$ cat src/rtl/gesture_pkg.sv
// Shared constants and state encoding for the GestureSpeak word-to-code path.
// Also holds the ASCII case-fold and letter-class helpers.
package gesture_pkg;

  localparam int          MAX_LEN     = 6;
  localparam int          CODE_W      = 4;
  localparam int          NUM_WORDS   = 16;
  localparam int          WORD_W      = MAX_LEN * 8;
  localparam logic [7:0]  TERM_CHAR   = 8'h0D;
  localparam logic [7:0]  BS_CHAR     = 8'h08;
  localparam logic [7:0]  ASCII_SPACE = 8'h20;

  typedef enum logic [2:0] {
    IDLE,
    COLLECT,
    OVERFLOW,
    SCAN,
    EMIT,
    REJECT
  } state_e;

  function automatic logic [7:0] fold_char(input logic [7:0] c);
    if (c >= 8'h61 && c <= 8'h7A) return c - 8'h20;
    return c;
  endfunction

  function automatic logic is_upper(input logic [7:0] c);
    return (c >= 8'h41 && c <= 8'h5A);
  endfunction

endpackage

$ cat src/rtl/word_to_gesture_if.sv
// Byte-in / code-out bundle between the typed-word source and the resolver.
// master drives bytes and observes results; slave is the resolver side.
interface word_to_gesture_if;
  import gesture_pkg::*;

  logic [7:0]        char_in;
  logic              char_valid;
  logic              char_ready;
  logic [CODE_W-1:0] code_out;
  logic              code_valid;
  logic              no_match;
  logic              overflow;
  logic              busy;

  modport master (
    output char_in, char_valid,
    input  char_ready, code_out, code_valid, no_match, overflow, busy
  );

  modport slave (
    input  char_in, char_valid,
    output char_ready, code_out, code_valid, no_match, overflow, busy
  );

endinterface

$ cat src/rtl/word_to_gesture_vocab_rom.sv
// GestureSpeak vocabulary: code index to 6-char right-justified, space-padded word.
// Purely combinational; entry 0 is the all-space word and is never a valid code.
module vocab_rom
  import gesture_pkg::*;
(
  input  logic [CODE_W-1:0] idx_i,
  output logic [WORD_W-1:0] word_o
);

  always_comb begin
    word_o = {MAX_LEN{ASCII_SPACE}};
    case (idx_i)
      4'd1:    word_o = "   YES";
      4'd2:    word_o = "    NO";
      4'd3:    word_o = "  HELP";
      4'd4:    word_o = " WATER";
      4'd5:    word_o = "  FOOD";
      4'd6:    word_o = "  PAIN";
      4'd7:    word_o = "  STOP";
      4'd8:    word_o = "    GO";
      4'd9:    word_o = "  HOME";
      4'd10:   word_o = "HUNGRY";
      4'd11:   word_o = "THIRST";
      4'd12:   word_o = "  CALL";
      4'd13:   word_o = " EMERG";
      4'd14:   word_o = "    OK";
      4'd15:   word_o = "THANKS";
      default: word_o = {MAX_LEN{ASCII_SPACE}};
    endcase
  end

endmodule

$ cat src/rtl/word_to_gesture.sv
// Collects a typed word, case-folds it, then scans the vocabulary one entry
// per cycle and pulses code_valid or no_match. Bytes are refused while resolving.
module word_to_gesture
  import gesture_pkg::*;
(
  input  logic               clk,
  input  logic               rst,
  word_to_gesture_if.slave   bus
);

  localparam logic [WORD_W-1:0] BLANK = {MAX_LEN{ASCII_SPACE}};

  state_e             state_q, state_d;
  logic [WORD_W-1:0]  buf_q, buf_d;
  logic [2:0]         count_q, count_d;
  logic               bad_q, bad_d;
  logic               ovf_q, ovf_d;
  logic [CODE_W-1:0]  idx_q, idx_d;
  logic [CODE_W-1:0]  code_q, code_d;

  logic [WORD_W-1:0]  rom_word;
  logic [7:0]         ch;
  logic               xfer, is_term, is_bs;

  vocab_rom u_rom (
    .idx_i  (idx_q),
    .word_o (rom_word)
  );

  assign ch      = fold_char(bus.char_in);
  assign is_term = (bus.char_in == TERM_CHAR);
  assign is_bs   = (bus.char_in == BS_CHAR);
  assign xfer    = bus.char_valid && bus.char_ready;

  always_comb begin
    state_d = state_q;
    buf_d   = buf_q;
    count_d = count_q;
    bad_d   = bad_q;
    ovf_d   = ovf_q;
    idx_d   = idx_q;
    code_d  = code_q;

    case (state_q)
      IDLE: begin
        if (xfer && !is_term && !is_bs) begin
          buf_d   = {buf_q[WORD_W-9:0], ch};
          count_d = 3'd1;
          bad_d   = bad_q | !is_upper(ch);
          state_d = COLLECT;
        end
      end
      COLLECT: begin
        if (xfer) begin
          if (is_term) begin
            idx_d   = 4'd1;
            state_d = bad_q ? REJECT : SCAN;
          end else if (is_bs) begin
            buf_d   = {ASCII_SPACE, buf_q[WORD_W-1:8]};
            count_d = count_q - 3'd1;
            if (count_q == 3'd1) state_d = IDLE;
          end else if (count_q == 3'(MAX_LEN)) begin
            ovf_d   = 1'b1;
            state_d = OVERFLOW;
          end else begin
            buf_d   = {buf_q[WORD_W-9:0], ch};
            count_d = count_q + 3'd1;
            bad_d   = bad_q | !is_upper(ch);
          end
        end
      end
      OVERFLOW: begin
        if (xfer && is_term) state_d = REJECT;
      end
      SCAN: begin
        if (rom_word == buf_q) begin
          code_d  = idx_q;
          state_d = EMIT;
        end else if (idx_q == 4'(NUM_WORDS - 1)) begin
          state_d = REJECT;
        end else begin
          idx_d = idx_q + 4'd1;
        end
      end
      EMIT, REJECT: begin
        buf_d   = BLANK;
        count_d = 3'd0;
        bad_d   = 1'b0;
        ovf_d   = 1'b0;
        idx_d   = 4'd0;
        state_d = IDLE;
      end
      default: state_d = IDLE;
    endcase
  end

  always_ff @(posedge clk or posedge rst) begin
    if (rst) begin
      state_q <= IDLE;
      buf_q   <= BLANK;
      count_q <= 3'd0;
      bad_q   <= 1'b0;
      ovf_q   <= 1'b0;
      idx_q   <= 4'd0;
      code_q  <= 4'd0;
    end else begin
      state_q <= state_d;
      buf_q   <= buf_d;
      count_q <= count_d;
      bad_q   <= bad_d;
      ovf_q   <= ovf_d;
      idx_q   <= idx_d;
      code_q  <= code_d;
    end
  end

  // code_q is loaded on the hit, so it already shows the new code during EMIT.
  assign bus.code_out   = code_q;
  assign bus.code_valid = (state_q == EMIT);
  assign bus.no_match   = (state_q == REJECT);
  assign bus.overflow   = (state_q == REJECT) && ovf_q;
  assign bus.busy       = (state_q == SCAN) || (state_q == EMIT);
  assign bus.char_ready = (state_q == IDLE) || (state_q == COLLECT) ||
                          (state_q == OVERFLOW);

endmodule

$ cat src/flat_wrapper.sv
// flat-port wrapper written by rule: the top's interface ports become plain ports
module word_to_gesture_flat import gesture_pkg::*;
  (clk, rst, bus_char_in, bus_char_valid, bus_char_ready, bus_code_out, bus_code_valid, bus_no_match, bus_overflow, bus_busy);
  word_to_gesture_if bus_i ();
  input  logic clk;
  input  logic rst;
  input wire logic [$bits(bus_i.char_in)-1:0] bus_char_in;
  input wire logic [$bits(bus_i.char_valid)-1:0] bus_char_valid;
  output wire logic [$bits(bus_i.char_ready)-1:0] bus_char_ready;
  output wire logic [$bits(bus_i.code_out)-1:0] bus_code_out;
  output wire logic [$bits(bus_i.code_valid)-1:0] bus_code_valid;
  output wire logic [$bits(bus_i.no_match)-1:0] bus_no_match;
  output wire logic [$bits(bus_i.overflow)-1:0] bus_overflow;
  output wire logic [$bits(bus_i.busy)-1:0] bus_busy;
  assign bus_i.char_in = bus_char_in;
  assign bus_i.char_valid = bus_char_valid;
  assign bus_char_ready = bus_i.char_ready;
  assign bus_code_out = bus_i.code_out;
  assign bus_code_valid = bus_i.code_valid;
  assign bus_no_match = bus_i.no_match;
  assign bus_overflow = bus_i.overflow;
  assign bus_busy = bus_i.busy;
  word_to_gesture u_core (.clk(clk), .rst(rst), .bus(bus_i));
endmodule
$ cat config.mk
export PLATFORM = sky130hd
export DESIGN_NAME = word_to_gesture_flat
export DESIGN_NICKNAME = d
export VERILOG_FILES = /design/src/rtl/gesture_pkg.sv /design/src/rtl/word_to_gesture_if.sv /design/src/rtl/word_to_gesture_vocab_rom.sv /design/src/rtl/word_to_gesture.sv /design/src/flat_wrapper.sv
export SDC_FILE = /design/constraint.sdc
export NUM_CORES = 1
export LEC_CHECK = 0
export BUFFER_PORTS_ARGS = -buffer_cell sky130_fd_sc_hd__buf_2
export CAP_MARGIN = 20
export CORE_ASPECT_RATIO = 0.9
export CORE_UTILIZATION = 50
export DETAILED_ROUTE_END_ITERATION = 12
export PLACE_DENSITY_LB_ADDON = 0.25
export SLEW_MARGIN = 20
export SYNTH_ARGS = -nofsm -noshare
export SYNTH_HDL_FRONTEND = slang
export SYNTH_SLANG_ARGS = --single-unit
$ cat constraint.sdc
create_clock -name clk -period 6.5 [get_ports clk]
set_clock_uncertainty 0.15 [all_clocks]
set_input_delay 0.65 -clock clk [delete_from_list [all_inputs] [get_ports clk]]
set_output_delay 0.65 -clock clk [all_outputs]
set_load 0.01 [all_outputs]
==> results of run 1 <==
-- state kept, by name, summed over array words and instances, names as in the netlist --
name and cells:
u_core.state_q 3, u_core.bad_q 1, u_core.count_q 3, u_core.buf_q 48
u_core.ovf_q 1, u_core.idx_q 4, u_core.bus.code_out 4
-- area by class of cell --
type / count / area [µm²] / area share [%]
clock buffers: 10 / 138 / 2.59
well taps: 126 / 158 / 2.97
multi-input cells: 508 / 3120 / 58.8
inverters: 19 / 71.3 / 1.34
repair buffers: 24 / 133 / 2.50
flip-flops and latches: 64 / 1610 / 30.3
clock inverters: 5 / 81.3 / 1.53
-- worst max-delay path: stages, from the launching register on --
cell	delay (ns)
sky130_fd_sc_hd__dfrtp_1	0.64
sky130_fd_sc_hd__ha_1	0.44
sky130_fd_sc_hd__ha_1	0.33
sky130_fd_sc_hd__o21ai_0	0.63
sky130_fd_sc_hd__a21oi_1	0.27
sky130_fd_sc_hd__or4_1	0.57
sky130_fd_sc_hd__nor4_1	0.26
sky130_fd_sc_hd__o2111a_1	0.32
sky130_fd_sc_hd__nor2_1	0.13
sky130_fd_sc_hd__a211o_1	0.24
-- logic make-up after synthesis --
| group | after synthesis | synth area share (%) |
|---|---|---|
| AOI/OAI and AO/OA | 163 | 22.0 |
| DFF | 64 | 32.1 |
| and+or+nand+nor | 299 | 30.0 |
| xor gates and xnor gates | 13 | 2.27 |
| buffers and inverters | 69 | 5.91 |
| muxes | 16 | 3.54 |
| adders and majority gates | 17 | 4.24 |
-- where the power goes --
part / total (µW) / internal [µW] / switching (µW)
clock: 393 / 224 / 168
sequential: 918 / 577 / 340
combinational: 1380 / 563 / 818
total: 2690 / 1360 / 1330
-- routing by layer --
layer  up-vias  share of wire [%]  global-route usage, %
li1       2304                  -                      -
met1      2392                 46                   47.8
met2       238                 43                   45.2
met3        29                8.3                   6.13
met4         0                2.8                   11.9
met5         -                  0                      0
-- through the flow --
step                instance area [µm²]  total power, µW  instances  util, %  worst slack (ns)
floorplan                          5020             1870        641        -              3.40
global placement                   5090             2230        741     52.5              2.58
detailed placement                 5090             2260        741     52.5              2.43
CTS                                5310             2660        756     54.7              2.41
global route                       5310             2880        756     54.8              2.19
finish                             5310             2690        756     54.8              2.39
-- path summary, 6_finish.rpt --
check,slack (ns),to
max in group asynchronous,5.28,u_core.buf_q[25]
worst max-delay path,2.39,u_core.state_q[1]
min in group asynchronous,0.37,u_core.count_q[0]
worst min register to register,0.34,u_core.ovf_q
worst max register to register,2.39,u_core.state_q[1]
worst min-delay path,0.34,u_core.ovf_q
-- cell usage in the layout, fill, tap and decap left out, types with 8 or more instances in the layout --
cell,instances
sky130_fd_sc_hd__a31oi_1,38
sky130_fd_sc_hd__buf_2,19
sky130_fd_sc_hd__xnor2_1,9
sky130_fd_sc_hd__nor2b_1,8
sky130_fd_sc_hd__dfrtp_1,58
sky130_fd_sc_hd__mux2i_1,11
sky130_fd_sc_hd__nor2_1,73
sky130_fd_sc_hd__nor3_1,11
sky130_fd_sc_hd__nand2_1,82
sky130_fd_sc_hd__nand4_1,8
sky130_fd_sc_hd__a21oi_1,30
sky130_fd_sc_hd__nand2b_1,9
sky130_fd_sc_hd__nand3_1,45
sky130_fd_sc_hd__clkbuf_8,10
sky130_fd_sc_hd__inv_1,18
sky130_fd_sc_hd__o211ai_1,9
sky130_fd_sc_hd__ha_1,17
sky130_fd_sc_hd__o21ai_0,24
==> metrics.txt, run 1 <==
# TYPE chip_impl_metric gauge
chip_impl_info{name="status",value="finished, final reports clean"} 1
chip_impl_metric{name="core_region_area",unit="µm²"} 9700
chip_impl_metric{name="drtIter0Drc",unit=""} 379
chip_impl_metric{name="syn-cell-area",unit="µm²"} 5020
chip_impl_info{name="worst_setup_path_startpoint",value="u_core.idx_q[1]"} 1
chip_impl_metric{name="floorplan.io_pins",unit=""} 20
chip_impl_metric{name="leak_pwr",unit="µW"} 0.00218
chip_impl_metric{name="final_min_period_over_clock_period",unit="%"} 63.2
chip_impl_metric{name="hold_violations",unit=""} 0
chip_impl_metric{name="route.detailed.wl_per_inst",unit="µm"} 20.7
chip_impl_metric{name="route.detailed.vias_per_inst",unit=""} 6.56
chip_impl_info{name="unrepaired_setup_endpoints_after_global_routing",value="false"} 1
chip_impl_metric{name="ys_types",unit=""} 74
chip_impl_metric{name="area_growth",unit="%"} 5.86
chip_impl_metric{name="clk_path_buf_depth",unit=""} 2
chip_impl_metric{name="pin_count_of_the_biggest_net_entering_global_routing",unit=""} 83
chip_impl_info{name="synth.top_cells.by_area",value="sky130_fd_sc_hd__dfrtp_1 29%, sky130_fd_sc_hd__nand2_1 6.2%, sky130_fd_sc_hd__nor2_1 5.5%, sky130_fd_sc_hd__a31oi_1 4.7%, sky130_fd_sc_hd__nand3_1 4.5%"} 1
chip_impl_metric{name="placement.io_buffers",unit=""} 19
chip_impl_metric{name="clock_sinks",unit=""} 64
chip_impl_metric{name="synthesis.nets",unit=""} 669
chip_impl_metric{name="die_height",unit="µm"} 97.0
chip_impl_metric{name="mean_cell_area_of_the_mapped_netlist",unit="µm²"} 7.83
chip_impl_metric{name="maximum_operating_frequency",unit="GHz"} 0.244
chip_impl_info{name="synth_common_cells",value="83 x sky130_fd_sc_hd__nand2_1, 74 x sky130_fd_sc_hd__nor2_1, 58 x sky130_fd_sc_hd__dfrtp_1, 45 x sky130_fd_sc_hd__nand3_1, 38 x sky130_fd_sc_hd__a31oi_1"} 1
chip_impl_info{name="cp-start-kind",value="register"} 1
chip_impl_metric{name="diodes",unit=""} 0
chip_impl_metric{name="synth.yosys.seq_area_share",unit="%"} 32.1
chip_impl_metric{name="dp_hpwl",unit="µm"} 10800
chip_impl_metric{name="worst_skew_pair.late_latency",unit="ns"} 0.36
chip_impl_metric{name="crit_path_arrival_time",unit="ns"} 4.19
chip_impl_metric{name="postRouteWirelength",unit="µm"} 15700
chip_impl_metric{name="timing.critical_path.fanout_max",unit=""} 20
chip_impl_metric{name="grt_first_pass_wirelength",unit="µm"} 25500
chip_impl_metric{name="drive_above_1_share",unit="%"} 11.6
chip_impl_metric{name="num_vias",unit=""} 4963
chip_impl_metric{name="die_width",unit="µm"} 108
chip_impl_metric{name="slew_violations",unit=""} 0
chip_impl_info{name="cts_root_buffer",value="sky130_fd_sc_hd__clkbuf_8"} 1
chip_impl_metric{name="route.antenna.remaining_nets",unit=""} 0
chip_impl_metric{name="instance_count_of_the_mapped_netlist",unit=""} 641
chip_impl_metric{name="fin_hold_ws",unit="ns"} 0.342
chip_impl_info{name="cts_tree",value="yes"} 1
chip_impl_info{name="critPathKind",value="reg -> reg"} 1
chip_impl_info{name="setup.worst_path.end_class",value="register"} 1
chip_impl_metric{name="post-synth-top-area-fraction",unit="%"} 28.9
chip_impl_metric{name="first_global_vias",unit=""} 4583
chip_impl_metric{name="cts.reportedPaths.clkPinSlew",unit="ns"} 0.07
chip_impl_metric{name="timing.setup.tns",unit="ns"} 0
chip_impl_metric{name="setup_viol",unit=""} 0
chip_impl_metric{name="total_clock_buffers_created_by_cts",unit=""} 9
chip_impl_metric{name="powerDensity",unit="nW/µm²"} 507
chip_impl_metric{name="grt.total_usage",unit="%"} 32.0
chip_impl_info{name="synth_largest_area_cell",value="sky130_fd_sc_hd__dfrtp_1"} 1
chip_impl_metric{name="final_nets",unit=""} 654
chip_impl_metric{name="drv_cap",unit=""} 0
chip_impl_metric{name="synth-async-reset-ratio",unit="%"} 100
chip_impl_metric{name="final.min_clock_period",unit="ns"} 4.11
chip_impl_metric{name="max_slew_margin",unit="%"} 34.4
chip_impl_metric{name="cts_setup_buffers",unit=""} 0
chip_impl_metric{name="dieArea",unit="µm²"} 10400
chip_impl_metric{name="grt-ovfl-total",unit=""} 0
chip_impl_metric{name="post_cts_resized",unit=""} 0
chip_impl_metric{name="synth.yosys.warnings",unit=""} 0
chip_impl_metric{name="postCtsHoldBufs",unit=""} 0
chip_impl_metric{name="number_of_flops_mapped_to_enable_cells_by_yosys",unit=""} 0
chip_impl_metric{name="rows",unit=""} 34
chip_impl_metric{name="cell_count_of_the_worst_hold_path",unit=""} 2
chip_impl_info{name="crit-reg2reg-launch",value="u_core.idx_q[1]"} 1
chip_impl_metric{name="worstMarginPinSlew",unit="ns"} 0.981
chip_impl_metric{name="drt_pass1_iterations",unit=""} 7
chip_impl_metric{name="number_of_synthesized_register_bits",unit=""} 64
chip_impl_metric{name="post_detailed_route_drc_marker_count",unit=""} 0
chip_impl_metric{name="filler_cell_count_in_the_final_layout",unit=""} 932
chip_impl_info{name="min_path_type",value="reg -> reg"} 1
chip_impl_metric{name="start_util",unit="%"} 51.7
chip_impl_metric{name="required_time_of_the_critical_path",unit="ns"} 6.59
chip_impl_info{name="leading_register_cell_type_out_of_synthesis",value="sky130_fd_sc_hd__dfrtp_1"} 1
chip_impl_metric{name="max-vdd-ir-drop",unit="µV"} 369
chip_impl_info{name="hp-start",value="u_core.ovf_q"} 1
chip_impl_metric{name="htreeDepth",unit=""} 3
chip_impl_metric{name="timing.reg2reg.worst_path_depth",unit=""} 9
chip_impl_metric{name="place.gp.congestion",unit=""} 0.920
chip_impl_metric{name="antenna_found_initial",unit=""} 0
chip_impl_info{name="yosys.cell_count.top_type",value="sky130_fd_sc_hd__nand2_1"} 1
Power figures use the tool's default switching activity.
==> run 2: changes to the inputs <==
==> constraint.sdc (replaced) <==
create_clock -name clk -period 3.8 [get_ports clk]
set_clock_uncertainty 0.15 [all_clocks]
set_input_delay 0.38 -clock clk [delete_from_list [all_inputs] [get_ports clk]]
set_output_delay 0.38 -clock clk [all_outputs]
set_load 0.01 [all_outputs]
==> run 2 against run 1 <==
Compared with the run above: sequential share of layout area is 0.31 points lower; clock power rose by 52%; highest routed layer unchanged; largest cell class unchanged; register-to-register slack lost 2.1 ns; setup slack worse by 2.1 ns; critical path depth did not move; combinational power is 75% higher; critical path type unchanged.
==> metrics.txt, run 2 (synthesis results as in run 1) <==
# TYPE chip_impl_metric gauge
chip_impl_info{name="status",value="finished, final reports clean"} 1
chip_impl_metric{name="total_clock_buffers_created_by_cts",unit=""} 9
chip_impl_metric{name="core_region_area",unit="µm²"} 9700
chip_impl_info{name="layout_commonest_cell",value="sky130_fd_sc_hd__nand2_1"} 1
chip_impl_metric{name="slew_violations",unit=""} 0
chip_impl_metric{name="required_time_of_the_critical_path",unit="ns"} 3.89
chip_impl_metric{name="worst_skew_pair.late_latency",unit="ns"} 0.36
chip_impl_info{name="most-common-layout-cells",value="83 x sky130_fd_sc_hd__nand2_1, 73 x sky130_fd_sc_hd__nor2_1, 58 x sky130_fd_sc_hd__dfrtp_1, 45 x sky130_fd_sc_hd__nand3_1, 38 x sky130_fd_sc_hd__a31oi_1"} 1
chip_impl_info{name="cts_root_buffer",value="sky130_fd_sc_hd__clkbuf_8"} 1
chip_impl_metric{name="final_min_period_over_clock_period",unit="%"} 93.2
chip_impl_metric{name="postCtsHoldBufs",unit=""} 0
chip_impl_metric{name="layout.area.seq",unit="µm²"} 1610
chip_impl_metric{name="pin_count_of_the_biggest_net_entering_global_routing",unit=""} 62
chip_impl_metric{name="die_height",unit="µm"} 97.0
chip_impl_metric{name="final_nets",unit=""} 663
chip_impl_info{name="min_path_type",value="in -> async"} 1
chip_impl_metric{name="drt_pass1_iterations",unit=""} 5
chip_impl_metric{name="dp_hpwl",unit="µm"} 11000
chip_impl_metric{name="post_detailed_route_drc_marker_count",unit=""} 0
chip_impl_metric{name="cts_setup_buffers",unit=""} 0
chip_impl_metric{name="route.antenna.remaining_nets",unit=""} 0
chip_impl_metric{name="htreeDepth",unit=""} 3
chip_impl_metric{name="final_core_utilization",unit="%"} 55.3
chip_impl_metric{name="layout.cells.non_filler",unit=""} 765
chip_impl_metric{name="worstMarginPinSlew",unit="ns"} 0.860
chip_impl_info{name="crit-reg2reg-capture",value="u_core.state_q[1]"} 1
chip_impl_metric{name="route.detailed.vias_per_inst",unit=""} 6.56
chip_impl_metric{name="final.min_clock_period",unit="ns"} 3.54
chip_impl_metric{name="place.detailed.instances",unit=""} 749
chip_impl_info{name="unrepaired_setup_endpoints_after_global_routing",value="false"} 1
chip_impl_metric{name="max_slew_margin",unit="%"} 42.6
chip_impl_info{name="crit_path_frequent_cell",value="sky130_fd_sc_hd__ha_1"} 1
chip_impl_metric{name="diodes",unit=""} 0
chip_impl_metric{name="drv_cap",unit=""} 0
chip_impl_metric{name="regToRegSetupSlack",unit="ns"} 0.26
chip_impl_metric{name="grt_first_pass_wirelength",unit="µm"} 25000
chip_impl_info{name="crit-reg2reg-launch",value="u_core.idx_q[1]"} 1
chip_impl_metric{name="maximum_operating_frequency",unit="GHz"} 0.282
chip_impl_metric{name="crit_path_arrival_time",unit="ns"} 3.63
chip_impl_metric{name="hold_violations",unit=""} 0
chip_impl_metric{name="cts.reportedPaths.clkPinSlew",unit="ns"} 0.08
chip_impl_metric{name="floorplan.io_pins",unit=""} 20
chip_impl_metric{name="num_vias",unit=""} 5016
chip_impl_metric{name="setup_viol",unit=""} 0
chip_impl_metric{name="placement.io_buffers",unit=""} 19
chip_impl_info{name="max_flop_register",value="u_core.buf_q"} 1
chip_impl_metric{name="dieArea",unit="µm²"} 10400
chip_impl_metric{name="drtIter0Drc",unit=""} 440
chip_impl_info{name="cts_tree",value="yes"} 1
chip_impl_metric{name="start_util",unit="%"} 51.7
chip_impl_metric{name="clk_path_buf_depth",unit=""} 2
chip_impl_metric{name="place.gp.congestion",unit=""} 0.955
chip_impl_metric{name="antenna_found_initial",unit=""} 0
chip_impl_metric{name="critical_path.max_stage_delay",unit="ns"} 0.56
chip_impl_metric{name="area_growth",unit="%"} 6.96
chip_impl_metric{name="largest_reg_flops",unit=""} 48
chip_impl_info{name="slowest_stage",value="sky130_fd_sc_hd__o21ai_0"} 1
chip_impl_metric{name="timing.setup.tns",unit="ns"} 0
chip_impl_metric{name="post_cts_resized",unit=""} 0
chip_impl_metric{name="postRouteWirelength",unit="µm"} 15200
chip_impl_metric{name="drive_above_1_share",unit="%"} 12.5
chip_impl_metric{name="powerDensity",unit="nW/µm²"} 848
chip_impl_metric{name="timing.reg2reg.worst_path_depth",unit=""} 9
chip_impl_metric{name="max-vdd-ir-drop",unit="µV"} 578
chip_impl_metric{name="grt.total_usage",unit="%"} 31.1
chip_impl_metric{name="die_width",unit="µm"} 108
chip_impl_metric{name="grt-ovfl-total",unit=""} 0
chip_impl_metric{name="leak_pwr",unit="µW"} 0.00221
chip_impl_metric{name="route.detailed.wl_per_inst",unit="µm"} 19.9
chip_impl_metric{name="timing.critical_path.fanout_max",unit=""} 6
chip_impl_metric{name="first_global_vias",unit=""} 4611
chip_impl_info{name="critPathKind",value="reg -> reg"} 1
chip_impl_metric{name="final_cell_area",unit="µm²"} 5370
chip_impl_metric{name="detailed_place.area",unit="µm²"} 5150
chip_impl_info{name="critical_path.cell_chain",value="ha_1, ha_1, o21ai_0, a21oi_1, or4_1, nor4_1, o2111a_1, nor2_1, a211o_1"} 1
chip_impl_metric{name="multi_input_area",unit="µm²"} 3120
chip_impl_metric{name="rows",unit=""} 34
chip_impl_metric{name="filler_cell_count_in_the_final_layout",unit=""} 929
chip_impl_info{name="cp-start-kind",value="register"} 1
chip_impl_metric{name="clock_sinks",unit=""} 64
chip_impl_info{name="setup.worst_path.end_class",value="register"} 1
run 2: cell count changes in the layout (fill, tap and decap cells not counted):
cell,before,now
sky130_fd_sc_hd__buf_4,5,13
sky130_fd_sc_hd__clkinv_2,1,0
sky130_fd_sc_hd__bufinv_16,2,1
sky130_fd_sc_hd__clkbuf_1,0,1
sky130_fd_sc_hd__buf_12,0,1
sky130_fd_sc_hd__clkinv_4,1,2
sky130_fd_sc_hd__nand2_2,1,0
sky130_fd_sc_hd__nand2_1,82,83
run 2: per-layer routing:
metal / GRT usage (%) / vias up / wire length (µm)
met1: 45.7 / 2435 / 6860
met4: 12.3 / 0 / 435
met2: 43.7 / 211 / 6640
li1: - / 2336 / -
met5: 0 / - / 0
met3: 7.21 / 34 / 1300
run 2: critical path, delay by kind of cell (launching register included):
family	cells	cell delay, ns
fa+ha+maj	2	0.56
simple gates	3	0.98
compound gates	4	1.31
flops	1	0.42
run 2: power by group:
group,total [µW],leakage (µW),switching [µW],internal (µW)
sequential,1530,0.000731,540,988
clock,598,0.0000956,278,320
combinational,2420,0.00138,1420,1010
total,4550,0.00221,2240,2310
run 2: stage by stage:
step,setup WS [ns],hold WS (ns),power (µW)
after global routing,0.00266,0.123,4900
final,0.257,0.0453,4550
after CTS,0.266,0.0723,4480
after detailed placement,0.275,0.326,3880
after global placement,0.303,0.319,3830
after floorplan,0.695,0.302,3210
run 2: cell type report:
class / count / share of cell area [%]
clock inverters: 4 / 1.03
inverters: 19 / 1.33
flip-flops and latches: 64 / 30.0
repair buffers: 33 / 3.96
clock buffers: 11 / 2.63
well taps: 126 / 2.94
multi-input cells: 508 / 58.1
run 2: worst max path at each step:
stage	startpoint	to	slack, ns	depth (start not counted)
after floorplan	u_core.idx_q[0]	u_core.idx_q[1]	0.70	11
after global placement	u_core.idx_q[1]	u_core.state_q[1]	0.30	9
after detailed placement	u_core.idx_q[1]	u_core.state_q[1]	0.28	9
after CTS	u_core.idx_q[1]	u_core.state_q[1]	0.27	9
after global routing	u_core.idx_q[1]	u_core.state_q[2]	0.003	9
final	u_core.idx_q[1]	u_core.state_q[1]	0.26	9
==> run 3: changes to the inputs <==
==> constraint.sdc (replaced) <==
create_clock -name clk -period 4.1 [get_ports clk]
set_clock_uncertainty 0.15 [all_clocks]
set_input_delay 0.41 -clock clk [delete_from_list [all_inputs] [get_ports clk]]
set_output_delay 0.41 -clock clk [all_outputs]
set_load 0.01 [all_outputs]
==> run 3 against run 2 <==
Compared with the run above: power is 8.0% lower; sequential power is 7% lower; final area is 0.79% lower; count of clock-buffer cells in the layout is 1 lower; routed wire length is 2.4% higher; flip-flop and latch count stayed put; highest routed layer unchanged; maximum frequency is 2.7% lower; critical path depth is 1 higher; core utilization is 0.44 points lower; critical endpoint unchanged; via count is 0.44% lower; die area stayed put; sequential share of layout area is 0.24 points higher.
==> metrics.txt, run 3 (synthesis results as in run 1) <==
# TYPE chip_impl_metric gauge
chip_impl_metric{name="die_height",unit="µm"} 97.0
chip_impl_metric{name="drt_pass1_iterations",unit=""} 6
chip_impl_info{name="status",value="finished, final reports clean"} 1
chip_impl_metric{name="multi_input_area",unit="µm²"} 3120
chip_impl_metric{name="antenna_found_initial",unit=""} 0
chip_impl_metric{name="worstMarginPinSlew",unit="ns"} 0.818
chip_impl_metric{name="final.setup.worst_slack",unit="ns"} 0.458
chip_impl_metric{name="grt.total_usage",unit="%"} 31.9
chip_impl_info{name="cts_tree",value="yes"} 1
chip_impl_info{name="top_signal_layer_used",value="met4"} 1
chip_impl_metric{name="slew_violations",unit=""} 0
chip_impl_metric{name="drv_cap",unit=""} 0
chip_impl_metric{name="crit_path_arrival_time",unit="ns"} 3.74
chip_impl_metric{name="diodes",unit=""} 0
chip_impl_metric{name="maximum_operating_frequency",unit="GHz"} 0.275
chip_impl_metric{name="max_slew_margin",unit="%"} 44.1
chip_impl_metric{name="first_global_vias",unit=""} 4687
chip_impl_info{name="layout_commonest_cell",value="sky130_fd_sc_hd__nand2_1"} 1
chip_impl_metric{name="dp_slack",unit="ns"} 0.578
chip_impl_metric{name="final_core_utilization",unit="%"} 54.9
chip_impl_metric{name="timing.critical_path.fanout_max",unit=""} 15
chip_impl_metric{name="setup_viol",unit=""} 0
chip_impl_metric{name="route.antenna.remaining_nets",unit=""} 0
chip_impl_metric{name="timing.setup.tns",unit="ns"} 0
chip_impl_metric{name="postCtsHoldBufs",unit=""} 0
chip_impl_metric{name="pin_count_of_the_biggest_net_entering_global_routing",unit=""} 52
chip_impl_metric{name="area_growth",unit="%"} 6.11
chip_impl_metric{name="clock_sinks",unit=""} 64
chip_impl_metric{name="placement.io_buffers",unit=""} 19
chip_impl_metric{name="cts.reportedPaths.clkPinSlew",unit="ns"} 0.08
chip_impl_metric{name="core_region_area",unit="µm²"} 9700
chip_impl_metric{name="clk_path_buf_depth",unit=""} 2
chip_impl_info{name="setup.worst_path.end_class",value="register"} 1
chip_impl_info{name="most-common-layout-cells",value="82 x sky130_fd_sc_hd__nand2_1, 73 x sky130_fd_sc_hd__nor2_1, 58 x sky130_fd_sc_hd__dfrtp_1, 45 x sky130_fd_sc_hd__nand3_1, 38 x sky130_fd_sc_hd__a31oi_1"} 1
chip_impl_metric{name="route.detailed.vias_per_inst",unit=""} 6.53
chip_impl_metric{name="cts_setup_buffers",unit=""} 0
chip_impl_metric{name="start_util",unit="%"} 51.7
chip_impl_metric{name="final_min_period_over_clock_period",unit="%"} 88.8
chip_impl_metric{name="final_nets",unit=""} 662
chip_impl_metric{name="layout.cells.non_filler",unit=""} 765
chip_impl_metric{name="post_cts_resized",unit=""} 0
chip_impl_metric{name="worst_skew_pair.late_latency",unit="ns"} 0.36
chip_impl_info{name="unrepaired_setup_endpoints_after_global_routing",value="false"} 1
chip_impl_metric{name="post_detailed_route_drc_marker_count",unit=""} 0
chip_impl_info{name="critPathKind",value="reg -> reg"} 1
chip_impl_info{name="min_path_type",value="in -> async"} 1
chip_impl_metric{name="drtIter0Drc",unit=""} 514
chip_impl_metric{name="grt-ovfl-total",unit=""} 0
chip_impl_metric{name="place.detailed.instances",unit=""} 749
chip_impl_metric{name="route.detailed.wl_per_inst",unit="µm"} 20.4
chip_impl_info{name="cp-start-kind",value="register"} 1
chip_impl_metric{name="largest_reg_flops",unit=""} 48
chip_impl_metric{name="final.min_clock_period",unit="ns"} 3.64
chip_impl_metric{name="final_cell_area",unit="µm²"} 5320
chip_impl_metric{name="detailed_place.area",unit="µm²"} 5150
chip_impl_info{name="max_flop_register",value="u_core.buf_q"} 1
chip_impl_metric{name="leak_pwr",unit="µW"} 0.00220
chip_impl_metric{name="drive_above_1_share",unit="%"} 12.7
chip_impl_metric{name="num_vias",unit=""} 4994
chip_impl_metric{name="powerDensity",unit="nW/µm²"} 787
chip_impl_metric{name="htreeDepth",unit=""} 3
chip_impl_metric{name="die_width",unit="µm"} 108
chip_impl_metric{name="hold_violations",unit=""} 0
chip_impl_metric{name="route.met3.wl",unit="µm"} 1190
chip_impl_metric{name="max-vdd-ir-drop",unit="µV"} 494
chip_impl_metric{name="dp_hpwl",unit="µm"} 11300
chip_impl_metric{name="grt_first_pass_wirelength",unit="µm"} 25700
chip_impl_metric{name="postRouteWirelength",unit="µm"} 15600
chip_impl_metric{name="total_clock_buffers_created_by_cts",unit=""} 9
chip_impl_metric{name="required_time_of_the_critical_path",unit="ns"} 4.19
chip_impl_metric{name="rows",unit=""} 34
chip_impl_metric{name="floorplan.io_pins",unit=""} 20
chip_impl_info{name="cts_root_buffer",value="sky130_fd_sc_hd__clkbuf_8"} 1
chip_impl_metric{name="dieArea",unit="µm²"} 10400
chip_impl_metric{name="routedLengthMet1",unit="µm"} 7220
chip_impl_metric{name="met2WireLength",unit="µm"} 6890
chip_impl_metric{name="filler_cell_count_in_the_final_layout",unit=""} 919
chip_impl_metric{name="layout.area.seq",unit="µm²"} 1610
chip_impl_metric{name="place.gp.congestion",unit=""} 0.988
## run 3: worst max-delay path: stages (launching register included)
cell	delay (ns)
sky130_fd_sc_hd__dfrtp_1	0.44
sky130_fd_sc_hd__buf_4	0.22
sky130_fd_sc_hd__ha_1	0.27
sky130_fd_sc_hd__ha_1	0.26
sky130_fd_sc_hd__o21ai_0	0.36
sky130_fd_sc_hd__a21oi_1	0.14
sky130_fd_sc_hd__or4_1	0.52
sky130_fd_sc_hd__nor4_1	0.44
sky130_fd_sc_hd__o2111a_1	0.36
sky130_fd_sc_hd__nor2_1	0.12
sky130_fd_sc_hd__a211o_1	0.24
## run 3: area by class of cell
type | count | share of cell area, %
Tap cell | 126 | 2.96
Clock buffer | 10 | 2.40
Multi-Input combinational cell | 508 | 58.6
Clock inverter | 6 | 0.823
Timing Repair Buffer | 32 | 3.62
Inverter | 19 | 1.34
Sequential cell | 64 | 30.2
## run 3: path summary, 6_finish.rpt
| kind | startpoint | to | slack (ns) | cells past startpoint |
|---|---|---|---|---|
| setup reg to reg | u_core.idx_q[1] | u_core.state_q[1] | 0.46 | 10 |
| hold / removal | rst | u_core.count_q[2] | 0.06 | 2 |
| min in group clk | bus_char_in[3] | u_core.buf_q[3] | 0.18 | 3 |
| max in group asynchronous | rst | u_core.buf_q[45] | 2.83 | 3 |
| hold reg to reg | u_core.buf_q[40] | u_core.buf_q[40] | 0.35 | 2 |
| setup / recovery | u_core.idx_q[1] | u_core.state_q[1] | 0.46 | 10 |
## run 3: power by group
part | internal, µW | switching (µW)
logic | 927 | 1340
registers | 916 | 501
clock network | 222 | 282
## run 3: routing by layer
metal	track usage [%]	vias to the layer above
li1	-	2330
met1	47.8	2427
met2	46.9	212
met3	5.46	25
met4	8.96	0
met5	0	-
## run 3: per-stage QoR
stage | total power, µW | hold WS (ns)
6_report | 4190 | 0.0593
4_1_cts | 4130 | 0.0742
2_1_floorplan | 2970 | 0.302
5_1_grt | 4500 | 0.131
3_5_place_dp | 3620 | 0.327
3_3_place_gp | 3580 | 0.315
